==> config.mk <==
export PLATFORM = sky130hd
export DESIGN_NAME = regfile_wport_sched
export DESIGN_NICKNAME = d
export VERILOG_FILES = /design/src/rtl/regfile_wport_sched_pkg.sv /design/src/rtl/regfile_wport_sched_scoreboard.sv /design/src/rtl/regfile_wport_sched.sv
export SDC_FILE = /design/constraint.sdc
export NUM_CORES = 1
export LEC_CHECK = 0
export ABC_CLOCK_PERIOD_IN_PS = 3500
export CAP_MARGIN = 25
export CORE_ASPECT_RATIO = 1.25
export CORE_UTILIZATION = 34
export DETAILED_ROUTE_END_ITERATION = 8
export HOLD_SLACK_MARGIN = 0.12
export PLACE_DENSITY = 0.71
export SYNTH_ARGS = -nofsm -noshare
export SYNTH_HDL_FRONTEND = slang
export SYNTH_SLANG_ARGS = --single-unit
==> constraint.sdc <==
create_clock -name clk -period 3.5 [get_ports clk]
set_input_delay 0.7 -clock clk [delete_from_list [all_inputs] [get_ports clk]]
set_output_delay 0.7 -clock clk [all_outputs]
set_load 0.01 [all_outputs]
==> src/rtl/regfile_wport_sched_pkg.sv <==
// regfile_wport_sched_pkg
//   Shared constants and encodings for the GPR write-port scheduler.
//   REG_ZERO : hard-wired zero register address
//   NUM_GPR  : architectural register count (r0..r31)
//   state_t  : scheduler FSM states
//   gnt_t    : which requester owns the write port this cycle
package regfile_wport_sched_pkg;

  localparam logic [4:0] REG_ZERO = 5'd0;
  localparam int         NUM_GPR  = 32;

  typedef enum logic {
    IDLE,
    FORCE
  } state_t;

  typedef enum logic [1:0] {
    GNT_NONE,
    GNT_WB,
    GNT_LU
  } gnt_t;

endpackage

==> src/rtl/regfile_wport_sched_scoreboard.sv <==
// regfile_scoreboard
//   Pending-destination scoreboard for long-latency (LU) instructions.
//   Optional macro: SCHED_LU_BYPASS_EN -- source lookups ignore a busy bit
//   whose register is being written by the LU this cycle.
//   Ports:
//     clk, rst                  clock, async active-high reset
//     set_en, set_addr          mark a register busy (wins over clear)
//     clr_en, clr_addr          release a register on LU write
//     rs_addr, rt_addr          source lookups
//     dst_addr                  destination lookup (WAW, never bypassed)
//     byp_en, byp_addr          LU write in flight this cycle
//     rs_busy, rt_busy, dst_busy lookup results (r0 always reads not busy)
module regfile_scoreboard
  import regfile_wport_sched_pkg::*;
(
  input  logic       clk,
  input  logic       rst,
  input  logic       set_en,
  input  logic [4:0] set_addr,
  input  logic       clr_en,
  input  logic [4:0] clr_addr,
  input  logic [4:0] rs_addr,
  input  logic [4:0] rt_addr,
  input  logic [4:0] dst_addr,
  input  logic       byp_en,
  input  logic [4:0] byp_addr,
  output logic       rs_busy,
  output logic       rt_busy,
  output logic       dst_busy
);

  logic [NUM_GPR-1:1] busy;
  logic [NUM_GPR-1:0] busy_vec;

  // bit 0 pinned low so lookups of r0 never report a hazard
  assign busy_vec = {busy, 1'b0};

  always_ff @(posedge clk or posedge rst) begin
    if (rst) begin
      busy <= '0;
    end else begin
      for (int i = 1; i < NUM_GPR; i++) begin
        if (set_en && set_addr == 5'(i))
          busy[i] <= 1'b1;
        else if (clr_en && clr_addr == 5'(i))
          busy[i] <= 1'b0;
      end
    end
  end

`ifdef SCHED_LU_BYPASS_EN
  // register file forwards a same-cycle write, so the reader sees fresh data
  assign rs_busy = busy_vec[rs_addr] && !(byp_en && byp_addr == rs_addr);
  assign rt_busy = busy_vec[rt_addr] && !(byp_en && byp_addr == rt_addr);
`else
  logic byp_unused;
  assign byp_unused = byp_en ^ (^byp_addr);
  assign rs_busy    = busy_vec[rs_addr];
  assign rt_busy    = busy_vec[rt_addr];
`endif

  // WAW uses the pre-clear bit even when bypassing sources
  assign dst_busy = busy_vec[dst_addr];

endmodule

==> src/rtl/regfile_wport_sched.sv <==
// regfile_wport_sched
//   Arbitrates the single GPR write port between WB (fixed priority) and the
//   long-latency unit, forcing an LU slot after MAX_WAIT lost cycles, and
//   generates the ID hazard stall from the LU destination scoreboard.
//   Optional macro: SCHED_LU_BYPASS_EN (see regfile_scoreboard).
//   Ports:
//     clk, rst                          clock, async active-high reset
//     wb_valid/wb_addr/wb_data, wb_hold WB requester and its freeze
//     lu_valid/lu_addr/lu_data, lu_ready LU requester and its accept
//     id_valid/id_rs/id_rt/id_dst/id_long, id_stall  ID stage hazard check
//     rf_we/rf_waddr/rf_wdata           register file write port
//
//   state | meaning
//   IDLE  | WB has priority, LU loss streak counted in wait_cnt
//   FORCE | LU owns the port for one cycle, WB held if it also wants it
module regfile_wport_sched
  import regfile_wport_sched_pkg::*;
#(
  parameter int MAX_WAIT = 4,
  parameter int CNT_W    = 4
) (
  input  logic        clk,
  input  logic        rst,
  input  logic        wb_valid,
  input  logic [4:0]  wb_addr,
  input  logic [31:0] wb_data,
  output logic        wb_hold,
  input  logic        lu_valid,
  input  logic [4:0]  lu_addr,
  input  logic [31:0] lu_data,
  output logic        lu_ready,
  input  logic        id_valid,
  input  logic [4:0]  id_rs,
  input  logic [4:0]  id_rt,
  input  logic [4:0]  id_dst,
  input  logic        id_long,
  output logic        id_stall,
  output logic        rf_we,
  output logic [4:0]  rf_waddr,
  output logic [31:0] rf_wdata
);

  state_t             state;
  logic [CNT_W-1:0]   wait_cnt;
  gnt_t               gnt;
  logic               rs_busy, rt_busy, dst_busy;
  logic               set_en, clr_en;

  always_ff @(posedge clk or posedge rst) begin
    if (rst) begin
      state    <= IDLE;
      wait_cnt <= '0;
    end else if (state == IDLE) begin
      if (wb_valid && lu_valid) begin
        if (wait_cnt == CNT_W'(MAX_WAIT - 1)) begin
          state    <= FORCE;
          wait_cnt <= '0;
        end else begin
          wait_cnt <= wait_cnt + CNT_W'(1);
        end
      end else begin
        wait_cnt <= '0;
      end
    end else begin
      state    <= IDLE;
      wait_cnt <= '0;
    end
  end

  always_comb begin
    gnt     = GNT_NONE;
    wb_hold = 1'b0;
    if (!rst) begin
      if (state == FORCE && lu_valid) begin
        gnt     = GNT_LU;
        wb_hold = wb_valid;
      end else if (wb_valid) begin
        gnt = GNT_WB;
      end else if (lu_valid) begin
        gnt = GNT_LU;
      end
    end
  end

  always_comb begin
    rf_waddr = REG_ZERO;
    rf_wdata = '0;
    case (gnt)
      GNT_WB: begin
        rf_waddr = wb_addr;
        rf_wdata = wb_data;
      end
      GNT_LU: begin
        rf_waddr = lu_addr;
        rf_wdata = lu_data;
      end
      default: ;
    endcase
  end

  // a write to r0 is acknowledged but never reaches the array
  assign rf_we    = (gnt != GNT_NONE) && (rf_waddr != REG_ZERO);
  assign lu_ready = (gnt == GNT_LU);

  assign id_stall = !rst && id_valid && (rs_busy || rt_busy || dst_busy);
  assign set_en   = id_valid && !id_stall && id_long && (id_dst != REG_ZERO);
  assign clr_en   = lu_ready && (lu_addr != REG_ZERO);

  regfile_scoreboard u_scoreboard (
    .clk      (clk),
    .rst      (rst),
    .set_en   (set_en),
    .set_addr (id_dst),
    .clr_en   (clr_en),
    .clr_addr (lu_addr),
    .rs_addr  (id_rs),
    .rt_addr  (id_rt),
    .dst_addr (id_dst),
    .byp_en   (lu_ready),
    .byp_addr (lu_addr),
    .rs_busy  (rs_busy),
    .rt_busy  (rt_busy),
    .dst_busy (dst_busy)
  );

endmodule

After elaboration in Yosys (flattened, before gate mapping). Index checks and enable logic that the tools add are counted.

Add/subtract/negate cells: 1. $mul: 0. Div/mod/pow operators: 0. $lt $le $gt $ge: 3. Eq/ne operators: 65. Shift operators: 0. Multiplexer cells: 82. Bitwise gates (word level): 0. Reduce and logical (&&, ||, !) cells: 110.

Operators with widths (count): 5-bit equality test (second input constant) (32); 5-bit by 4-bit equality test with 1-bit output (second input constant) (16); 1-bit logical AND (71); 1-bit two-way mux (70); 32-bit case mux with 2 select lines (1); 2-bit nonzero test (32); 5-bit by 3-bit equality test with 1-bit output (second input constant) (8); 5-bit by 2-bit equality test with 1-bit output (second input constant) (4); 5-bit by 6-bit < comparator with 1-bit output (second input constant) (3); 1-bit binary-select mux with 5-bit select (3); 5-bit nonzero test (3); 4-bit two-way mux (3); 5-bit by 1-bit equality test with 1-bit output (second input constant) (2); 5-bit case mux with 2 select lines (1); 2-bit two-way mux (4); 4-bit by 1-bit adder with 4-bit output (second input constant) (1); 4-bit by 2-bit equality test with 1-bit output (second input constant) (1); 2-bit by 1-bit equality test with 1-bit output (second input constant) (1); 2-bit equality test (second input constant) (1); 1-bit zero test (2); 1-bit logical OR (2).

Register bits after elaboration: 36. Latch bits: 0. Bits in writable memories: 0. Memory bits (read-only): 0. Bits of input ports: 95. Output and inout port bits: 41. Word-level logic and storage cells: 294. Memories kept: 0.

Logic depth before layout (Yosys ltp). Gate-level depths: netlist of run 1.

Word-level depth: 11. Mapped depth: 10. Depth with buffers taken out: 10.

Cells and area by module. Synthesis of run 1 repeated with hierarchy kept, for this count alone.

Cell total of the unflattened synthesis: 321. Area, all modules: 2984.1 um2.

Modules (own cells, without submodules): regfile_scoreboard (times used 1, cells an instance 197, area an instance 2158.3 um2, sequential area each 775.7 um2); regfile_wport_sched (times used 1, cells an instance 124, area an instance 825.8 um2, sequential area each 125.1 um2).

Least setup slack after synthesis of run 1. Ideal clock, no wire load.

Path kind: input -> output. Start point: input port rst. End point: output port rf_we. Data arrival time: 3.053 ns. Data required time: 2.800 ns. Path slack: -0.253 ns. Stages on the path: 9. Buffers on the path: 1. Path through: inv_1 -> nand3b_1 -> inv_1 -> ha_1 -> clkbuf_1 -> a22oi_1 -> nor2_1 -> nor3_1 -> a21oi_1.

Word-level cells in the longest chain between the ends: 5. Elaborated cells between the ends (all ways): 7. Classes of those cells: 2 x eq/ne; 2 x mux; 3 x reduce/logical.

Ends and longest elaborated chain: start: declaration (RTL line regfile_wport_sched.sv:23) `input logic rst,`; 2-bit two-way mux (RTL line regfile_wport_sched.sv:73) `if (!rst) begin`; 2-bit equality test; via lu_ready (RTL line regfile_wport_sched.sv:31) `output logic lu_ready,`; 5-bit case mux with 2 select lines (RTL line regfile_wport_sched.sv:88) `case (gnt)`; via rf_waddr[3] (RTL line regfile_wport_sched.sv:39) `output logic [4:0] rf_waddr,`; 5-bit nonzero test (RTL line regfile_wport_sched.sv:102) `assign rf_we = (gnt != GNT_NONE) && (rf_waddr != REG_ZERO);`; 1-bit logical AND (RTL line regfile_wport_sched.sv:102); end: declaration (RTL line regfile_wport_sched.sv:38) `output logic rf_we,`.

The timed path passes the listed nets, and every way through them passes these cells.

Worst setup path in the final report of run 1.
Start point: input port wb_valid. End point: output port rf_we.

Word-level cells in the longest chain between the ends: 7. Elaborated cells between the ends (all ways): 9. Classes of those cells: 2 x eq/ne; 4 x mux; 3 x reduce/logical.

Ends and longest elaborated chain: start: declaration (RTL line regfile_wport_sched.sv:24) `input logic wb_valid,`; 2-bit two-way mux (*) (RTL line regfile_wport_sched.sv:77) `end else if (wb_valid) begin`; 2-bit two-way mux (*) (RTL line regfile_wport_sched.sv:74) `if (state == FORCE && lu_valid) begin`; 2-bit two-way mux (*) (RTL line regfile_wport_sched.sv:73); 2-bit equality test or 2-bit by 1-bit equality test with 1-bit output (tied branches) (RTL line regfile_wport_sched.sv:88); 5-bit case mux with 2 select lines (RTL line regfile_wport_sched.sv:88); 5-bit nonzero test (RTL line regfile_wport_sched.sv:102); 1-bit logical AND (*) (RTL line regfile_wport_sched.sv:102).

Mark *: on every way between the ends. The rest lies on a longest branch, timed or not.

==> flow_summary.yaml, run 1 <==
synth:
  post_synth_xor_area_fraction_pct: 0.262
  muxShareOfSynthArea_pct: 15.3
  synth.cell_area_um2: 3350
  synthesis.yosys.warnings: 0
  synth_enable_flop_cells: 0
  synth_cell_type_count: 52
  synth_adder_area_share_pct: 1.50
  syn_nets: 500
  synthCells: 401
  synth_simple_gate_area_share_pct: 26.4
  ys.flop_type: "sky130_fd_sc_hd__dfrtp_1"
  avgSynthCellArea_um2: 8.34
  synth_compound_gate_area_share_pct: 25.3
  synth_top_family_by_area: "simple AND/OR/NAND/NOR gates"
  postSynth.asyncResetShare_pct: 100
  synth_sequential_area_ratio_pct: 26.9
  yosys_register_bits: 36
die:
  die_area_um2: 10200
  floorplan.io_pins: 136
  die_w_um: 90.7
  core_um2: 9610
  die_h_um: 113
  placement_rows: 40
  start_util_pct: 34.8
worst_setup_path:
  cp_data_required_time_ns: 2.80
  worst_path_largest_cell_delay_ns: 0.43
  critical_path.startpoint_type: "primary input"
  timing.critical_path.arrival_ns: 2.75
  timing.critical_path.to_type: "output pin"
  worstPathCellList: "clkdlybuf4s50_1, nor2b_2, nand3b_1, inv_1, ha_2, buf_4, a22oi_1, nor2_1, buf_4, nor2_1, a21oi_1, clkdlybuf4s15_1"
  critical_path_peak_fanout: 4
  critical_path_buf_inv_count: 5
  critPathSlowestCell: "sky130_fd_sc_hd__clkdlybuf4s50_1"
  crit_family: "buffers and inverters"
  timing_worst_setup_path_type: "primary input to output pin"
global_routing:
  grt_max_degree: 41
  globalRoute.totalOverflow: 0
  track_usage_pct: 25.5
  grt_antenna_before_repair: 0
  first_pass_grt_wire_length_um: 20800
  grt_pass1_vias: 4149
sta:
  clock.fmax_mhz: 290
  worst-slew-pin-transition_ns: 0.620
  finalCriticalPeriod_ns: 3.45
  final-hold-violation-count: 0
  maxSlewHeadroom_pct: 58.3
  final.period_utilization_pct: 98.6
  report.final.slew_viol_count: 0
  final.setup_skew_ns: 0.00417
  finalHoldWorstSlack_ns: 0.477
  setup_viol: 0
  layout_setup_ws_ns: 0.0505
pwr:
  max-vdd-ir-drop_v: 0.000196
  p_int_mw: 1.22
  sequentialPowerShare_pct: 35.6
  power_switching_uw: 595
  power_density_nw_per_um2: 334
  p_leak_nw: 2.28
  swShare_pct: 32.8
  power.combinational.fraction_pct: 36.4
  clock_power_share_pct: 28.0
finish:
  layout.nets: 679
  count_of_filler_cells_inserted_in_the_layout: 877
  final_layout_size_suffix_gt1_share_pct: 20.0
  finalCoreUtilization_pct: 56.5
  synthToLayoutAreaGrowth_pct: 62.3
  antenna_cells: 0
  finalNonFillerCells: 707
clock_tree:
  cts-root-buf: "sky130_fd_sc_hd__clkbuf_16"
  number_of_buffers_created_by_cts: 5
  clock_sink_count: 36
  cts_buffer_depth: 2
  tritoncts: "built"
  clkSlewWorstSetupHoldPaths_ns: 0.06
  htree_levels: 2
  ctsHoldBuffers: 0
  clk-insertion-delay-late_ns: 0.28
place:
  dpl_worst_slack_ns: -0.415
  placed_cells_incl_taps: 693
  place_hpwl_um: 10300
  io_buffer_count: 135
  gp_congestion: 0.980
routing:
  drt_iter0_drc: 371
  dr_vias: 4134
  route.detailed.vias_per_inst: 5.85
  drt_pre_antenna_iters: 5
  number_of_routed_nets_with_antenna_violations: 0
  drt-total-wl_um: 13300
  detail_routed_net_length_per_standard_cell_um: 18.8
  detail_route.drc_violations: 0
flow_run:
  max_cap_violations: 0
hold_path:
  hold_class: "register to register"
run_status:
  outcome: "finished clean"
-- cell families (layout without fill, tap and decap cells) --
logic type,count (synthesis),count (layout)
simple gates,168,168
compound gates,123,123
flops,36,36
mux,35,35
buf+inv,34,214
fa+ha+maj,4,4
xor+xnor,1,1
-- per-stage QoR --
| stage | power (mW) | area (um2) | TNS (ns) |
|---|---|---|---|
| 4_1_cts | 1.79 | 5380 | -0.0353 |
| 5_1_grt | 1.89 | 5430 | -0.00656 |
| 2_1_floorplan | 0.955 | 3350 | 0 |
| 3_3_place_gp | 1.27 | 5200 | -2.47 |
| 6_report | 1.81 | 5430 | 0 |
| 3_5_place_dp | 1.29 | 5200 | -2.92 |
-- area by class of cell --
type                    count  area [um2]  share of cell area, %
repair buffers            202        1830                   33.8
multi-input cells         331        2360                   43.4
flip-flops and latches     36         901                   16.6
clock buffers               6         129                   2.37
clock inverters             2        35.0                  0.645
well taps                 126         158                   2.90
inverters                   4        18.8                  0.346
-- repair_timing --
item | in CTS | in global routing
resized for setup | 58 | 10
hold endpoints to repair | 0 | 0
setup buffers | 2 | 4
pin swaps | 4 | 6
endpoints found under the setup margin | 39 | 3
-- sequential cells by signal (all words and copies together), names as in the netlist --
name,count
wait_cnt,4
u_scoreboard.busy,31
state,1
-- final timing paths --
| kind | end | slack (ns) | depth (start not counted) | from |
|---|---|---|---|---|
| max reg2reg | u_scoreboard.busy[16]$_DFFE_PP0P_ | 1.10 | 8 | u_scoreboard.busy[6]$_DFFE_PP0P_ |
| min reg2reg | wait_cnt[0]$_DFF_PP0_ | 0.48 | 1 | wait_cnt[0]$_DFF_PP0_ |
| max in group asynchronous | u_scoreboard.busy[3]$_DFFE_PP0P_ | 2.36 | 3 | rst |
| min in group asynchronous | wait_cnt[0]$_DFF_PP0_ | 0.78 | 3 | rst |
| max | rf_we | 0.05 | 12 | wb_valid |
| min | wait_cnt[0]$_DFF_PP0_ | 0.48 | 1 | wait_cnt[0]$_DFF_PP0_ |
-- cells in the mapped netlist, types with 3 or more instances --
library cell	instances	area, um2
sky130_fd_sc_hd__nor2_1	56	210
sky130_fd_sc_hd__a22oi_1	55	413
sky130_fd_sc_hd__nand2_1	37	139
sky130_fd_sc_hd__dfrtp_1	36	901
sky130_fd_sc_hd__o21ai_1	22	110
sky130_fd_sc_hd__mux2i_1	17	170
sky130_fd_sc_hd__nor2b_1	17	106
sky130_fd_sc_hd__clkbuf_1	15	56.3
sky130_fd_sc_hd__mux4_2	12	270
sky130_fd_sc_hd__nand3_1	12	60.1
sky130_fd_sc_hd__o21ai_0	12	60.1
sky130_fd_sc_hd__a21oi_1	8	40.0
sky130_fd_sc_hd__buf_1	7	26.3
sky130_fd_sc_hd__buf_2	7	35.0
sky130_fd_sc_hd__nor3_1	7	35.0
sky130_fd_sc_hd__mux2_2	5	56.3
sky130_fd_sc_hd__nand2b_1	5	31.3
sky130_fd_sc_hd__nand3b_1	5	37.5
sky130_fd_sc_hd__nor3b_1	5	37.5
sky130_fd_sc_hd__ha_1	4	50.1
sky130_fd_sc_hd__inv_1	4	15.0
sky130_fd_sc_hd__nor4_1	4	25.0
sky130_fd_sc_hd__o21a_1	4	30.0
sky130_fd_sc_hd__and3_1	3	18.8
sky130_fd_sc_hd__nand4_1	3	18.8
sky130_fd_sc_hd__nand4_2	3	37.5
-- power groups by stage --
stage | registers, mW | logic, mW | clock network, mW
floorplan | 0.570 | 0.385 | 0
global placement | 0.636 | 0.630 | 0
detailed placement | 0.639 | 0.647 | 0
CTS | 0.634 | 0.649 | 0.512
global route | 0.647 | 0.716 | 0.525
finish | 0.646 | 0.661 | 0.508
-- routing by layer --
metal | share of wire [%] | global-route usage [%] | routed length [um]
met2 | 50 | 46.1 | 6660
met5 | 0 | 0 | 0
met1 | 37 | 30.3 | 4890
met3 | 10 | 3.90 | 1380
met4 | 2.7 | 9.35 | 364
-- placed cells by master, fill, tap and decap left out, drive strengths merged, types with 7 or more instances in the layout --
cell type | synthesis | final
a21oi | 8 | 8
a22oi | 55 | 55
buf | 15 | 67
clkbuf | 15 | 7
clkdlybuf4s50 | 0 | 91
dfrtp | 36 | 36
dlygate4sd2 | 0 | 40
mux2i | 17 | 17
mux4 | 12 | 12
nand2 | 37 | 37
nand3 | 12 | 12
nand4 | 7 | 7
nor2 | 56 | 56
nor2b | 17 | 17
nor3 | 7 | 7
o21ai | 34 | 34
Power figures use the tool's default switching activity.
==> run 2: changes to the inputs <==
PLACE_DENSITY = 0.72   (was 0.71)
==> flow_summary.yaml, run 2 (same netlist as run 1, synthesis figures left out) <==
run_status:
  outcome: "finished clean"
clock_tree:
  clkSlewWorstSetupHoldPaths_ns: 0.05
  htree_levels: 2
  clk-insertion-delay-late_ns: 0.28
  number_of_buffers_created_by_cts: 5
  ctsHoldBuffers: 0
  clock_sink_count: 36
  cts_buffer_depth: 2
  cts-root-buf: "sky130_fd_sc_hd__clkbuf_16"
  tritoncts: "built"
routing:
  drt_iter0_drc: 407
  route.detailed.vias_per_inst: 5.88
  drt_pre_antenna_iters: 6
  drt-total-wl_um: 13500
  detail_routed_net_length_per_standard_cell_um: 19.1
  number_of_routed_nets_with_antenna_violations: 0
  dr_vias: 4143
  detail_route.drc_violations: 0
sta:
  clock.fmax_mhz: 287
  setup_viol: 0
  worst-slew-pin-transition_ns: 0.520
  maxSlewHeadroom_pct: 65.0
  final.setup_skew_ns: 0.00369
  fin_setup_tns_ns: 0
  final-hold-violation-count: 0
  layout_setup_ws_ns: 0.0112
  report.final.slew_viol_count: 0
  rsz0062_at_grt: "true"
  final.period_utilization_pct: 99.7
  finalCriticalPeriod_ns: 3.49
finish:
  registers.top_by_ff_count: "u_scoreboard.busy"
  flip_flop_count_of_the_largest_register_after_layout: 31
  layout.nets: 677
  layout.cells.most_common: "sky130_fd_sc_hd__clkdlybuf4s50_1"
  final_layout_size_suffix_gt1_share_pct: 19.3
  top_regs: "u_scoreboard.busy (31), wait_cnt (4), state (1)"
  antenna_cells: 0
  finalNonFillerCells: 705
  layout_common_cells: "sky130_fd_sc_hd__clkdlybuf4s50_1, sky130_fd_sc_hd__buf_4, sky130_fd_sc_hd__nor2_1, sky130_fd_sc_hd__a22oi_1"
  synthToLayoutAreaGrowth_pct: 65.4
place:
  gp_congestion: 0.968
  placed_cells_incl_taps: 688
  io_buffer_count: 135
  place_hpwl_um: 10400
  dpl_worst_slack_ns: -0.355
global_routing:
  grt_pass1_vias: 4206
  track_usage_pct: 25.6
  globalRoute.totalOverflow: 0
  grt_max_degree: 41
  first_pass_grt_wire_length_um: 20600
  grt_antenna_before_repair: 0
die:
  placement_rows: 40
  die_area_um2: 10200
  floorplan.io_pins: 136
  start_util_pct: 34.8
  core_um2: 9610
  die_h_um: 113
  die_w_um: 90.7
worst_setup_path:
  timing.critical_path.to_type: "output pin"
  timing_worst_setup_path_type: "primary input to output pin"
  timing.critical_path.arrival_ns: 2.79
  cp_data_required_time_ns: 2.80
  critical_path_peak_fanout: 4
  r2r_slack_ns: 1.18
  critical_path.startpoint_type: "primary input"
hold_path:
  hold_class: "register to register"
pwr:
  p_leak_nw: 2.48
  power_density_nw_per_um2: 317
  max-vdd-ir-drop_v: 0.000192
flow_run:
  max_cap_violations: 0
## run 2: changes by cell type in the layout (fill, tap and decap cells not counted), sizes merged
cell	change
clkdlybuf4s50	+12
clkinv	-1
bufinv	-1
dlymetal6s2s	+21
clkdlybuf4s15	-1
dlygate4sd2	-32
clkbuf	+2
buf	-2
## run 2: per-layer routing
metal | part of all wire [%] | global-route usage [%] | vias up
li1 | - | - | 1873
met1 | 35 | 28.6 | 1940
met2 | 49 | 44.9 | 284
met3 | 12 | 6.12 | 46
met4 | 3.7 | 13.8 | 0
met5 | 0 | 0 | -
## run 2: repair_timing
item                                   CTS  global route
resized for setup                       24            34
cloned                                   0             1
pin swaps                                2             3
buffers inserted                         3             5
endpoints found under the hold margin    0             0
setup endpoints to repair               39            38
## run 2: worst paths after layout
| path | startpoint | endpoint | cells after the start |
|---|---|---|---|
| max | wb_valid | rf_waddr[0] | 9 |
| min | wait_cnt[0]$_DFF_PP0_ | wait_cnt[0]$_DFF_PP0_ | 1 |
| max reg2reg | u_scoreboard.busy[24]$_DFFE_PP0P_ | u_scoreboard.busy[18]$_DFFE_PP0P_ | 6 |
| min reg2reg | wait_cnt[0]$_DFF_PP0_ | wait_cnt[0]$_DFF_PP0_ | 1 |
| max in group asynchronous | rst | u_scoreboard.busy[3]$_DFFE_PP0P_ | 3 |
| min in group asynchronous | rst | u_scoreboard.busy[20]$_DFFE_PP0P_ | 3 |
## run 2: metrics by stage
stage	hold WS, ns	utilization (%)	power [mW]	instance area [um2]
floorplan	0.439	-	0.955	3350
detailed placement	0.474	53.6	1.28	5150
finish	0.474	57.6	1.75	5530
global route	0.509	57.6	1.83	5530
CTS	0.481	55.9	1.73	5370
global placement	0.450	53.6	1.26	5150
## run 2: report_power, final
group          switching (mW)  internal (mW)  total, mW
logic                   0.281          0.387      0.668
clock network           0.163          0.284      0.447
registers               0.136          0.504      0.640
total                   0.579           1.18       1.75
## run 2: worst max-delay path: stages
cell and delay (ns):
sky130_fd_sc_hd__clkdlybuf4s50_1 0.43, sky130_fd_sc_hd__nor2b_1 0.15, sky130_fd_sc_hd__nand3b_1 0.26, sky130_fd_sc_hd__ha_4 0.24, sky130_fd_sc_hd__buf_4 0.14, sky130_fd_sc_hd__a22oi_1 0.18, sky130_fd_sc_hd__nor2_1 0.08, sky130_fd_sc_hd__buf_4 0.13
sky130_fd_sc_hd__clkdlybuf4s50_1 0.48
## run 2: final cells by class
cell class,count,area (um2)
repair buffers,200,1930
inverters,4,18.8
multi-input cells,331,2380
clock buffers,8,146
well taps,126,158
fillers,873,4080
flip-flops and latches,36,901
==> run 3: changes to the inputs <==
ABC_CLOCK_PERIOD_IN_PS = 3400   (was 3500)
PLACE_DENSITY = 0.7   (was 0.72)
clock period = 3.4 ns   (was 3.5 ns; I/O delays follow)
==> flow_summary.yaml, run 3 (same netlist as run 1, synthesis figures left out) <==
finish:
  layout.nets: 675
  layout.cells.most_common: "sky130_fd_sc_hd__clkdlybuf4s50_1"
  top_regs: "u_scoreboard.busy (31), wait_cnt (4), state (1)"
  registers.top_by_ff_count: "u_scoreboard.busy"
  layout_common_cells: "sky130_fd_sc_hd__clkdlybuf4s50_1, sky130_fd_sc_hd__nor2_1, sky130_fd_sc_hd__buf_4, sky130_fd_sc_hd__a22oi_1, sky130_fd_sc_hd__dlymetal6s2s_1"
  sequential_cell_area_um2: 901
  antenna_cells: 0
  final_layout_size_suffix_gt1_share_pct: 19.2
  area_of_the_multi_input_gates_um2: 2360
  synthToLayoutAreaGrowth_pct: 65.6
  count_of_filler_cells_inserted_in_the_layout: 867
  finalCoreUtilization_pct: 57.7
  flip_flop_count_of_the_largest_register_after_layout: 31
run_status:
  violations: "negative setup slack"
  outcome: "finished with violations"
sta:
  finalHoldWorstSlack_ns: 0.478
  report.final.slew_viol_count: 0
  final-hold-violation-count: 0
  final.setup_skew_ns: 0.00702
  layout_setup_ws_ns: -0.00618
  final.period_utilization_pct: 100
  worst-slew-pin-transition_ns: 0.615
  finalCriticalPeriod_ns: 3.41
  setup_viol: 1
  rsz0062_at_grt: "true"
  clock.fmax_mhz: 294
  maxSlewHeadroom_pct: 58.7
place:
  place_hpwl_um: 10700
  gp_congestion: 0.952
  io_buffer_count: 135
worst_setup_path:
  r2r_slack_ns: 0.98
  worstReg2RegEnd: "u_scoreboard.busy[6]$_DFFE_PP0P_"
  timing_worst_setup_path_type: "primary input to output pin"
  timing.critical_path.to_type: "output pin"
  reg2regPathDepth: 6
  critical_path.startpoint_type: "primary input"
  critical_path.reg2reg.startpoint: "u_scoreboard.busy[24]$_DFFE_PP0P_"
  cp_data_required_time_ns: 2.72
  critical_path_peak_fanout: 7
  setup.worst_path.start: "rst"
  timing.critical_path.arrival_ns: 2.73
  endpoint: "rf_we"
pwr:
  power_switching_uw: 620
  sequentialPowerShare_pct: 36.6
  p_int_mw: 1.19
  p_leak_nw: 2.78
  swShare_pct: 34.3
  clock_power_share_pct: 25.6
  power.combinational.fraction_pct: 37.8
  power_density_nw_per_um2: 326
  max-vdd-ir-drop_v: 0.000235
  p_total_mw: 1.81
global_routing:
  globalRoute.totalOverflow: 0
  first_pass_grt_wire_length_um: 21500
  grt_antenna_before_repair: 0
  grt_max_degree: 41
  track_usage_pct: 26.6
  grt_pass1_vias: 4187
flow_run:
  max_cap_violations: 0
clock_tree:
  clkSlewWorstSetupHoldPaths_ns: 0.06
  htree_levels: 2
  cts_buffer_depth: 2
  cts-root-buf: "sky130_fd_sc_hd__clkbuf_16"
  clk-insertion-delay-late_ns: 0.29
  clock_sink_count: 36
  number_of_buffers_created_by_cts: 5
  tritoncts: "built"
  ctsHoldBuffers: 0
die:
  placement_rows: 40
  floorplan.io_pins: 136
  die_w_um: 90.7
  start_util_pct: 34.8
  core_um2: 9610
  die_area_um2: 10200
  die_h_um: 113
routing:
  drt_pre_antenna_iters: 5
  drt-total-wl_um: 13600
  route.detailed.vias_per_inst: 5.87
  detail_route.drc_violations: 0
  drt_iter0_drc: 483
  number_of_routed_nets_with_antenna_violations: 0
  dr_vias: 4128
  detail_routed_net_length_per_standard_cell_um: 19.3
hold_path:
  hold_class: "register to register"
## run 3: worst min path at each step
stage,start,to,slack [ns],cells past startpoint
6_report,wait_cnt[0]$_DFF_PP0_,wait_cnt[0]$_DFF_PP0_,0.48,1
5_1_grt,wait_cnt[0]$_DFF_PP0_,wait_cnt[0]$_DFF_PP0_,0.51,1
4_1_cts,wait_cnt[0]$_DFF_PP0_,wait_cnt[0]$_DFF_PP0_,0.47,1
3_5_place_dp,wait_cnt[0]$_DFF_PP0_,wait_cnt[0]$_DFF_PP0_,0.46,1
3_3_place_gp,wait_cnt[0]$_DFF_PP0_,wait_cnt[0]$_DFF_PP0_,0.45,1
2_1_floorplan,wait_cnt[0]$_DFF_PP0_,wait_cnt[0]$_DFF_PP0_,0.44,1
## run 3: power by group through the flow
stage	logic [mW]	registers, mW	clock network [mW]
2_1_floorplan	0.396	0.587	0
3_3_place_gp	0.652	0.655	0
3_5_place_dp	0.665	0.657	0
4_1_cts	0.674	0.651	0.468
5_1_grt	0.738	0.665	0.488
6_report	0.682	0.661	0.463
## run 3: metrics by stage
| step | area (um2) | TNS (ns) | worst slack, ns | cells |
|---|---|---|---|---|
| floorplan | 3350 | 0 | 0.0415 | 401 |
| global placement | 5160 | -6.53 | -0.435 | 689 |
| detailed placement | 5160 | -6.98 | -0.434 | 689 |
| CTS | 5350 | -3.09 | -0.175 | 697 |
| global route | 5540 | -0.167 | -0.167 | 703 |
| finish | 5540 | -0.00618 | -0.00618 | 703 |
## run 3: final cells by class
class	count	area share, %
Sequential cell	36	16.3
Clock buffer	5	2.26
Timing Repair Buffer	198	35.3
Inverter	4	0.339
Multi-Input combinational cell	331	42.6
Clock inverter	3	0.429
Tap cell	126	2.84
## run 3: timing repair
action,in CTS,in global routing
setup buffers,0,6
pin swaps,0,3
endpoints found under the setup margin,40,40
hold endpoints to repair,0,0
resized for setup,21,54
## run 3: layer usage
layer	routed length [um]	up-vias	track usage, %
met5	0	-	0
li1	-	1877	-
met1	5050	1928	31.5
met2	6710	271	46.4
met4	532	0	12.0
met3	1280	52	5.31
## run 3: critical path, stage by stage
cell and delay (ns):
sky130_fd_sc_hd__clkdlybuf4s50_1 0.46, sky130_fd_sc_hd__clkinvlp_4 0.12, sky130_fd_sc_hd__nand2_2 0.07, sky130_fd_sc_hd__a21oi_2 0.18, sky130_fd_sc_hd__inv_1 0.12, sky130_fd_sc_hd__ha_4 0.21, sky130_fd_sc_hd__buf_4 0.14, sky130_fd_sc_hd__a22oi_1 0.15
sky130_fd_sc_hd__nor2_1 0.09, sky130_fd_sc_hd__buf_4 0.13, sky130_fd_sc_hd__nor3_1 0.12, sky130_fd_sc_hd__a21oi_1 0.10, sky130_fd_sc_hd__dlymetal6s2s_1 0.18
